--- src/rtl/modaddsub_stage_pkg.sv ---
// Shared defaults for the modular add/sub butterfly stage.
package modaddsub_stage_pkg;

   // Coefficient / modulus width in bits.
   localparam int DEFAULT_LOGQ      = 32;
   // Pipeline depth in cycles (legal 1..8).
   localparam int DEFAULT_DELAY_ADD = 2;
   // Width of the completed-transfer counter.
   localparam int DEFAULT_CNTW      = 16;

endpackage

--- src/rtl/modaddsub_stage_if.sv ---
// Operand/result handshake bundle for modaddsub_stage.
// The slave side is the stage itself; the master side is whoever feeds it
// operands and drains its results.
interface modaddsub_stage_if
   import modaddsub_stage_pkg::*;
#(
   parameter int LOGQ = DEFAULT_LOGQ,
   parameter int CNTW = DEFAULT_CNTW
);

   logic            intt;
   logic            in_valid;
   logic            in_ready;
   logic [LOGQ-1:0] a;
   logic [LOGQ-1:0] b;
   logic [LOGQ-1:0] q;
   logic            out_valid;
   logic            out_ready;
   logic [LOGQ-1:0] sum;
   logic [LOGQ-1:0] dif;
   logic            out_intt;
   logic [CNTW-1:0] xfer_cnt;

   modport slave (
      input  intt, in_valid, a, b, q, out_ready,
      output in_ready, out_valid, sum, dif, out_intt, xfer_cnt
   );

   modport master (
      output intt, in_valid, a, b, q, out_ready,
      input  in_ready, out_valid, sum, dif, out_intt, xfer_cnt
   );

endinterface

--- src/rtl/modaddsub_stage_modcorrect.sv ---
// Final-stage modular correction of a raw LOGQ+1-bit add or subtract result.
// SUB=1: sum path, subtract q when raw >= q.
// SUB=0: difference path, add q back when raw carries a borrow (MSB set).
// The corrected value always fits in LOGQ bits, so the adjust arithmetic is
// done modulo 2^LOGQ on the low bits only.
module modcorrect
   import modaddsub_stage_pkg::*;
#(
   parameter int LOGQ = DEFAULT_LOGQ,
   parameter bit SUB  = 1'b1
)(
   input  logic [LOGQ:0]   raw,
   input  logic [LOGQ-1:0] q,
   output logic [LOGQ-1:0] res
);

   if (SUB) begin : g_sub
      logic [LOGQ-1:0] adj;
      assign adj = raw[LOGQ-1:0] - q;
      // Full-width compare so a carry out of a+b is honoured.
      assign res = (raw >= {1'b0, q}) ? adj : raw[LOGQ-1:0];
   end else begin : g_add
      logic [LOGQ-1:0] adj;
      assign adj = raw[LOGQ-1:0] + q;
      // MSB of a-b in LOGQ+1 bits is the borrow (negative result).
      assign res = raw[LOGQ] ? adj : raw[LOGQ-1:0];
   end

endmodule

--- src/rtl/modaddsub_stage.sv ---
// Pipelined modular add/subtract stage: sum=(a+b) mod q, dif=(a-b) mod q.
// Stage 1 registers the raw LOGQ+1-bit add/sub, middle stages only delay,
// and the final stage registers the corrected results. With DELAY_ADD=1 the
// raw and correction steps share the single stage. Every register, valid
// and tag bits included, loads only on advance, so a stalled consumer
// freezes the whole pipe instead of dropping items.
module modaddsub_stage
   import modaddsub_stage_pkg::*;
#(
   parameter int LOGQ      = DEFAULT_LOGQ,
   parameter int DELAY_ADD = DEFAULT_DELAY_ADD,
   parameter int CNTW      = DEFAULT_CNTW
)(
   input logic               clk,
   input logic               rst_n,
   modaddsub_stage_if.slave  bus
);

   // Raw-value stages sit in front of the final stage; keep at least one
   // array slot so the declaration stays legal for DELAY_ADD=1.
   localparam int RAWN = (DELAY_ADD > 1) ? DELAY_ADD - 1 : 1;

   logic            vld [DELAY_ADD];
   logic            tag [DELAY_ADD];
   logic [LOGQ:0]   s_raw [RAWN];
   logic [LOGQ:0]   d_raw [RAWN];

   logic            advance;
   logic [LOGQ:0]   s_in;
   logic [LOGQ:0]   d_in;
   logic [LOGQ:0]   s_fin;
   logic [LOGQ:0]   d_fin;
   logic [LOGQ-1:0] sum_c;
   logic [LOGQ-1:0] dif_c;
   logic [LOGQ-1:0] sum_reg;
   logic [LOGQ-1:0] dif_reg;
   logic [CNTW-1:0] cnt_reg;

   // Pipe moves whenever the output slot is empty or being drained.
   assign advance = ~(vld[DELAY_ADD-1] & ~bus.out_ready);

   // Raw add/sub in LOGQ+1 bits; the MSB of d_in is the borrow.
   assign s_in = {1'b0, bus.a} + {1'b0, bus.b};
   assign d_in = {1'b0, bus.a} - {1'b0, bus.b};

   genvar gi;

   // Valid/tag shift chain, one enabled flop per stage.
   for (gi = 0; gi < DELAY_ADD; gi++) begin : g_ctl
      if (gi == 0) begin : g_head
         // First stage captures the incoming valid and mode tag.
         always_ff @(posedge clk or negedge rst_n) begin
            if (!rst_n) begin
               vld[gi] <= 1'b0;
               tag[gi] <= 1'b0;
            end else if (advance) begin
               vld[gi] <= bus.in_valid;
               tag[gi] <= bus.intt;
            end
         end
      end else begin : g_body
         // Later stages take the previous stage's valid and tag.
         always_ff @(posedge clk or negedge rst_n) begin
            if (!rst_n) begin
               vld[gi] <= 1'b0;
               tag[gi] <= 1'b0;
            end else if (advance) begin
               vld[gi] <= vld[gi-1];
               tag[gi] <= tag[gi-1];
            end
         end
      end
   end

   // Raw-result stages in front of the final correction stage.
   for (gi = 0; gi < DELAY_ADD - 1; gi++) begin : g_raw
      if (gi == 0) begin : g_head
         // Stage 1 registers the uncorrected add/sub.
         always_ff @(posedge clk or negedge rst_n) begin
            if (!rst_n) begin
               s_raw[gi] <= '0;
               d_raw[gi] <= '0;
            end else if (advance) begin
               s_raw[gi] <= s_in;
               d_raw[gi] <= d_in;
            end
         end
      end else begin : g_body
         // Pure delay stages between stage 1 and the final stage.
         always_ff @(posedge clk or negedge rst_n) begin
            if (!rst_n) begin
               s_raw[gi] <= '0;
               d_raw[gi] <= '0;
            end else if (advance) begin
               s_raw[gi] <= s_raw[gi-1];
               d_raw[gi] <= d_raw[gi-1];
            end
         end
      end
   end

   // Source of the correction step: live inputs for a single-stage pipe,
   // otherwise the last raw stage.
   if (DELAY_ADD == 1) begin : g_fin_direct
      assign s_fin = s_in;
      assign d_fin = d_in;
   end else begin : g_fin_piped
      assign s_fin = s_raw[DELAY_ADD-2];
      assign d_fin = d_raw[DELAY_ADD-2];
   end

   modcorrect #(.LOGQ(LOGQ), .SUB(1'b1)) u_sum_corr (
      .raw (s_fin),
      .q   (bus.q),
      .res (sum_c)
   );

   modcorrect #(.LOGQ(LOGQ), .SUB(1'b0)) u_dif_corr (
      .raw (d_fin),
      .q   (bus.q),
      .res (dif_c)
   );

   // Final stage holds the corrected results; frozen while stalled.
   always_ff @(posedge clk or negedge rst_n) begin
      if (!rst_n) begin
         sum_reg <= '0;
         dif_reg <= '0;
      end else if (advance) begin
         sum_reg <= sum_c;
         dif_reg <= dif_c;
      end
   end

   // Count completed output transfers, wrapping naturally.
   always_ff @(posedge clk or negedge rst_n) begin
      if (!rst_n) begin
         cnt_reg <= '0;
      end else if (vld[DELAY_ADD-1] && bus.out_ready) begin
         cnt_reg <= cnt_reg + 1'b1;
      end
   end

   assign bus.in_ready  = advance;
   assign bus.out_valid = vld[DELAY_ADD-1];
   assign bus.out_intt  = tag[DELAY_ADD-1];
   assign bus.sum       = sum_reg;
   assign bus.dif       = dif_reg;
   assign bus.xfer_cnt  = cnt_reg;

endmodule

--- src/flat_wrapper.sv ---
// flat-port wrapper written by rule: the top's interface ports become plain ports
module modaddsub_stage_flat import modaddsub_stage_pkg::*;
#(
   parameter int LOGQ      = DEFAULT_LOGQ,
   parameter int DELAY_ADD = DEFAULT_DELAY_ADD,
   parameter int CNTW      = DEFAULT_CNTW
)
  (clk, rst_n, bus_intt, bus_in_valid, bus_a, bus_b, bus_q, bus_out_ready, bus_in_ready, bus_out_valid, bus_sum, bus_dif, bus_out_intt, bus_xfer_cnt);
  modaddsub_stage_if #(.LOGQ(LOGQ), .CNTW(CNTW)) bus_i ();
  input logic clk;
  input logic rst_n;
  input wire logic [$bits(bus_i.intt)-1:0] bus_intt;
  input wire logic [$bits(bus_i.in_valid)-1:0] bus_in_valid;
  input wire logic [$bits(bus_i.a)-1:0] bus_a;
  input wire logic [$bits(bus_i.b)-1:0] bus_b;
  input wire logic [$bits(bus_i.q)-1:0] bus_q;
  input wire logic [$bits(bus_i.out_ready)-1:0] bus_out_ready;
  output wire logic [$bits(bus_i.in_ready)-1:0] bus_in_ready;
  output wire logic [$bits(bus_i.out_valid)-1:0] bus_out_valid;
  output wire logic [$bits(bus_i.sum)-1:0] bus_sum;
  output wire logic [$bits(bus_i.dif)-1:0] bus_dif;
  output wire logic [$bits(bus_i.out_intt)-1:0] bus_out_intt;
  output wire logic [$bits(bus_i.xfer_cnt)-1:0] bus_xfer_cnt;
  assign bus_i.intt = bus_intt;
  assign bus_i.in_valid = bus_in_valid;
  assign bus_i.a = bus_a;
  assign bus_i.b = bus_b;
  assign bus_i.q = bus_q;
  assign bus_i.out_ready = bus_out_ready;
  assign bus_in_ready = bus_i.in_ready;
  assign bus_out_valid = bus_i.out_valid;
  assign bus_sum = bus_i.sum;
  assign bus_dif = bus_i.dif;
  assign bus_out_intt = bus_i.out_intt;
  assign bus_xfer_cnt = bus_i.xfer_cnt;
  modaddsub_stage #(.LOGQ(LOGQ), .DELAY_ADD(DELAY_ADD), .CNTW(CNTW)) u_core (.clk(clk), .rst_n(rst_n), .bus(bus_i));
endmodule
--- config.mk ---
export PLATFORM = sky130hd
export DESIGN_NAME = modaddsub_stage_flat
export DESIGN_NICKNAME = d
export VERILOG_FILES = /design/src/rtl/modaddsub_stage_pkg.sv /design/src/rtl/modaddsub_stage_if.sv /design/src/rtl/modaddsub_stage_modcorrect.sv /design/src/rtl/modaddsub_stage.sv /design/src/flat_wrapper.sv
export SDC_FILE = /design/constraint.sdc
export NUM_CORES = 1
export LEC_CHECK = 0
export ABC_AREA = 1
export CAP_MARGIN = 20
export CORE_UTILIZATION = 35
export DETAILED_ROUTE_END_ITERATION = 7
export PLACE_DENSITY = 0.55
export SLEW_MARGIN = 0
export SYNTH_ARGS = -nofsm -noshare
export SYNTH_HDL_FRONTEND = slang
export SYNTH_HIERARCHICAL = 1
export SYNTH_SLANG_ARGS = --single-unit
--- constraint.sdc ---
create_clock -name clk -period 2.78 [get_ports clk]
set_input_delay 0.556 -clock clk [delete_from_list [all_inputs] [get_ports clk]]
set_output_delay 0.556 -clock clk [all_outputs]
set_load 0.01 [all_outputs]
==> results of run 1 <==
-- layer usage --
metal | track usage (%) | vias to the layer above | part of all wire (%)
met5 | 0 | - | 0
met4 | 9.06 | 0 | 2.7
met3 | 1.78 | 65 | 4.4
met2 | 47.7 | 475 | 45
met1 | 40.7 | 8726 | 48
li1 | - | 9695 | -
-- metrics by stage --
stage | setup WS, ps | TNS, ps
global placement | -302 | -14120
finish | 55.5 | 0
floorplan | 670 | 0
global route | -17.9 | -135
CTS | 157 | 0
detailed placement | -301 | -15590
-- how the worst max path moves through the flow --
stage	from	endpoint	slack, ps	cells past startpoint
global placement	bus_q[20]	u_core/bus.sum[28]	-300	17
finish	bus_q[20]	u_core/bus.sum[2]	60	18
floorplan	bus_q[27]	u_core/bus.sum[24]	670	14
detailed placement	bus_q[20]	u_core/bus.sum[29]	-300	17
global route	bus_q[6]	u_core/bus.sum[4]	-20	16
CTS	bus_q[20]	u_core/bus.sum[29]	160	17
-- area by class of cell --
class | count | area [sq um] | area share [%]
sequential | 149 | 3730 | 16.8
clock buffer | 20 | 457 | 2.05
clock inverter | 12 | 120 | 0.540
tap | 607 | 759 | 3.42
inverter | 520 | 1950 | 8.79
timing repair buffer | 543 | 4630 | 20.8
multi-input combinational | 2128 | 10600 | 47.6
-- critical path, cell delays in order --
cell,delay [ps]
clkdlybuf4s50_1,560
inv_1,130
ha_1,370
nand2_1,90
inv_1,80
nand2_1,80
inv_1,60
nand2_1,70
nor2_2,160
nand2_1,70
nand2_1,110
nor2_4,50
buf_12,140
nand2_4,240
nand2_1,120
nand2_1,70
nand2_1,50
nand2_1,80
-- power by group --
group	internal [W]	leakage (nW)	switching, W
Clock	0.00129	0.266	0.00101
Sequential	0.00284	1.80	0.000689
Combinational	0.00370	10.9	0.00475
-- logic make-up (layout without fill, tap and decap cells) --
family | Yosys count | count (layout) | share of synthesized area, %
compound gates | 182 | 182 | 6.09
buf+inv | 585 | 1095 | 14.2
fa+ha+maj | 132 | 132 | 10.1
xor+xnor | 46 | 46 | 2.42
simple gates | 1767 | 1768 | 44.8
flops | 149 | 149 | 22.4
-- placed cells by master (no fill, tap or decap), drive strengths merged --
cell type	Yosys	layout
clkinv	2	5
o211ai	1	1
a31oi	1	1
nor3b	1	1
nand4	22	22
dlymetal6s2s	0	2
a21o	2	2
and2	14	14
xnor2	17	17
o31ai	8	8
ha	128	128
nor2	198	198
a211oi	2	2
nand3b	14	14
o21ai	47	47
nor3	24	24
or2	1	1
o21bai	17	17
xor2	29	29
dfrtp	149	149
o311ai	1	1
bufinv	0	1
nand2	1268	1269
clkbuf	15	20
a21oi	103	103
clkdlybuf4s50	0	180
buf	50	361
nand3	224	224
fa	4	4
inv	518	521
clkinvlp	0	5
and3	1	1
-- cell usage after synthesis (all sizes together) (2+ instances only) --
library cell | count | area [sq um]
inv | 518 | 1940
ha | 128 | 1600
o21bai | 17 | 131
nand2 | 1268 | 4850
clkbuf | 15 | 56.3
a21oi | 103 | 534
a21o | 2 | 15.0
nor2 | 198 | 846
clkinv | 2 | 7.51
xnor2 | 17 | 149
o31ai | 8 | 60.1
a211oi | 2 | 15.0
o21ai | 47 | 235
and2 | 14 | 90.1
dfrtp | 149 | 3730
nand3 | 224 | 1240
nand4 | 22 | 138
xor2 | 29 | 254
nor3 | 24 | 171
nand3b | 14 | 105
fa | 4 | 80.1
buf | 50 | 359
-- timing repair --
action	in CTS	in global routing
setup endpoints to repair	0	7
buffers inserted	0	1
resized for setup	0	8
==> metrics.yaml, run 1 <==
status: "finished with violations"
failed_checks: "DRC"
netlist_area_sq_um: 16600
worst_hold_path_type: "input port to asynchronous set/reset pin"
clkLatencyLatePin_ps: 460
routed_wl_mm: 69.2
final-setup-viol-count: 0
htreeDepth: 4
core-area_sq_um: 46800
placed_area_sq_um: 21600
rsz0062_at_grt: "true"
finalNetCount: 3592
die_w_um: 220
fillers: 5133
io_pins: 184
synth_seq_area_share_pct: 22.4
area_delta_synth_final_pct: 33.5
grt_pass1_vias: 18500
final_cells: 3979
cts.sinks: 149
numCtsBuffers: 17
grt_overflow_total: 0
numPortBuffers: 183
synthFlopType: "dfrtp_1"
clock_skew_ps: 10.5
drive_above_1_share_pct: 14.9
cts_root_buf: "clkbuf_16"
drt-initial-drc-count: 1547
synth_edf_count: 0
via_count: 19000
regToRegSetupSlack_ps: 330
path_clk_slew_ps: 70
cp.arrival_ps: 3110
cp_data_required_time_ps: 3170
timing.hold.ws_ps: 13.9
slew_headroom_pct: 58.3
worstRegToRegCells: 14
crit_fanout: 16
start_kind: "input port"
p_leak_nw: 12.9
ys_warn_count: 6
p_per_area_nw_per_um2: 642
r2r-start: "u_core/s_fin[0]"
cts.path.max_buffers: 2
routed_via_density: 4.77
drv_cap: 0
fin_crit_sh_pct: 98.0
cts_tree: "done"
dp_hpwl_mm: 58.8
dieArea_sq_um: 48400
drc: 18
dp_cells: 3945
worst_pin_slew_ps: 626
endpoint_kind: "flop"
async_flop_share_pct: 100
ir_worst_vdd_mv: 0.351
hold_buffers: 0
r2r-end: "u_core/bus.sum[14]"
final.min_clock_period_ps: 2720
largest_reg_flops: 33
gr-usage-all-layers_pct: 29.1
n_antenna_cell: 0
post_drt_wl_per_cell_um: 17.4
die_y_um: 220
critical_path_class: "input port to flop"
synth_seq_cells: 149
fin_total_pwr_w: 0.0143
fmax_mhz: 367
ant_nets: 0
netlist_instances: 2861
hold_viol: 0
postSynthAreaPerCell_sq_um: 5.82
rows: 79
syn_nets: 3094
grt_max_degree: 117
final_cell_area_sq_um: 22200
finalMaxSlewViolations: 0
ys_types: 46
first_pass_iters: 8
start_util_pct: 35.6
gp_congestion: 0.971
final_util_pct: 47.5
antenna_found_initial: 0
grt_pass1_wl_mm: 106
Note: power is estimated with default switching activity, not from simulation.
==> run 2: changes to the inputs <==
--- a/config.mk
+++ b/config.mk
@@ -6,11 +6,9 @@
 export NUM_CORES = 1
 export LEC_CHECK = 0
 export ABC_AREA = 1
-export CAP_MARGIN = 20
 export CORE_UTILIZATION = 35
 export DETAILED_ROUTE_END_ITERATION = 7
 export PLACE_DENSITY = 0.55
-export SLEW_MARGIN = 0
 export SYNTH_ARGS = -nofsm -noshare
 export SYNTH_HDL_FRONTEND = slang
 export SYNTH_HIERARCHICAL = 1
==> results of run 2 <==
The final DEF is identical to that of run 1; final timing and power are the same.
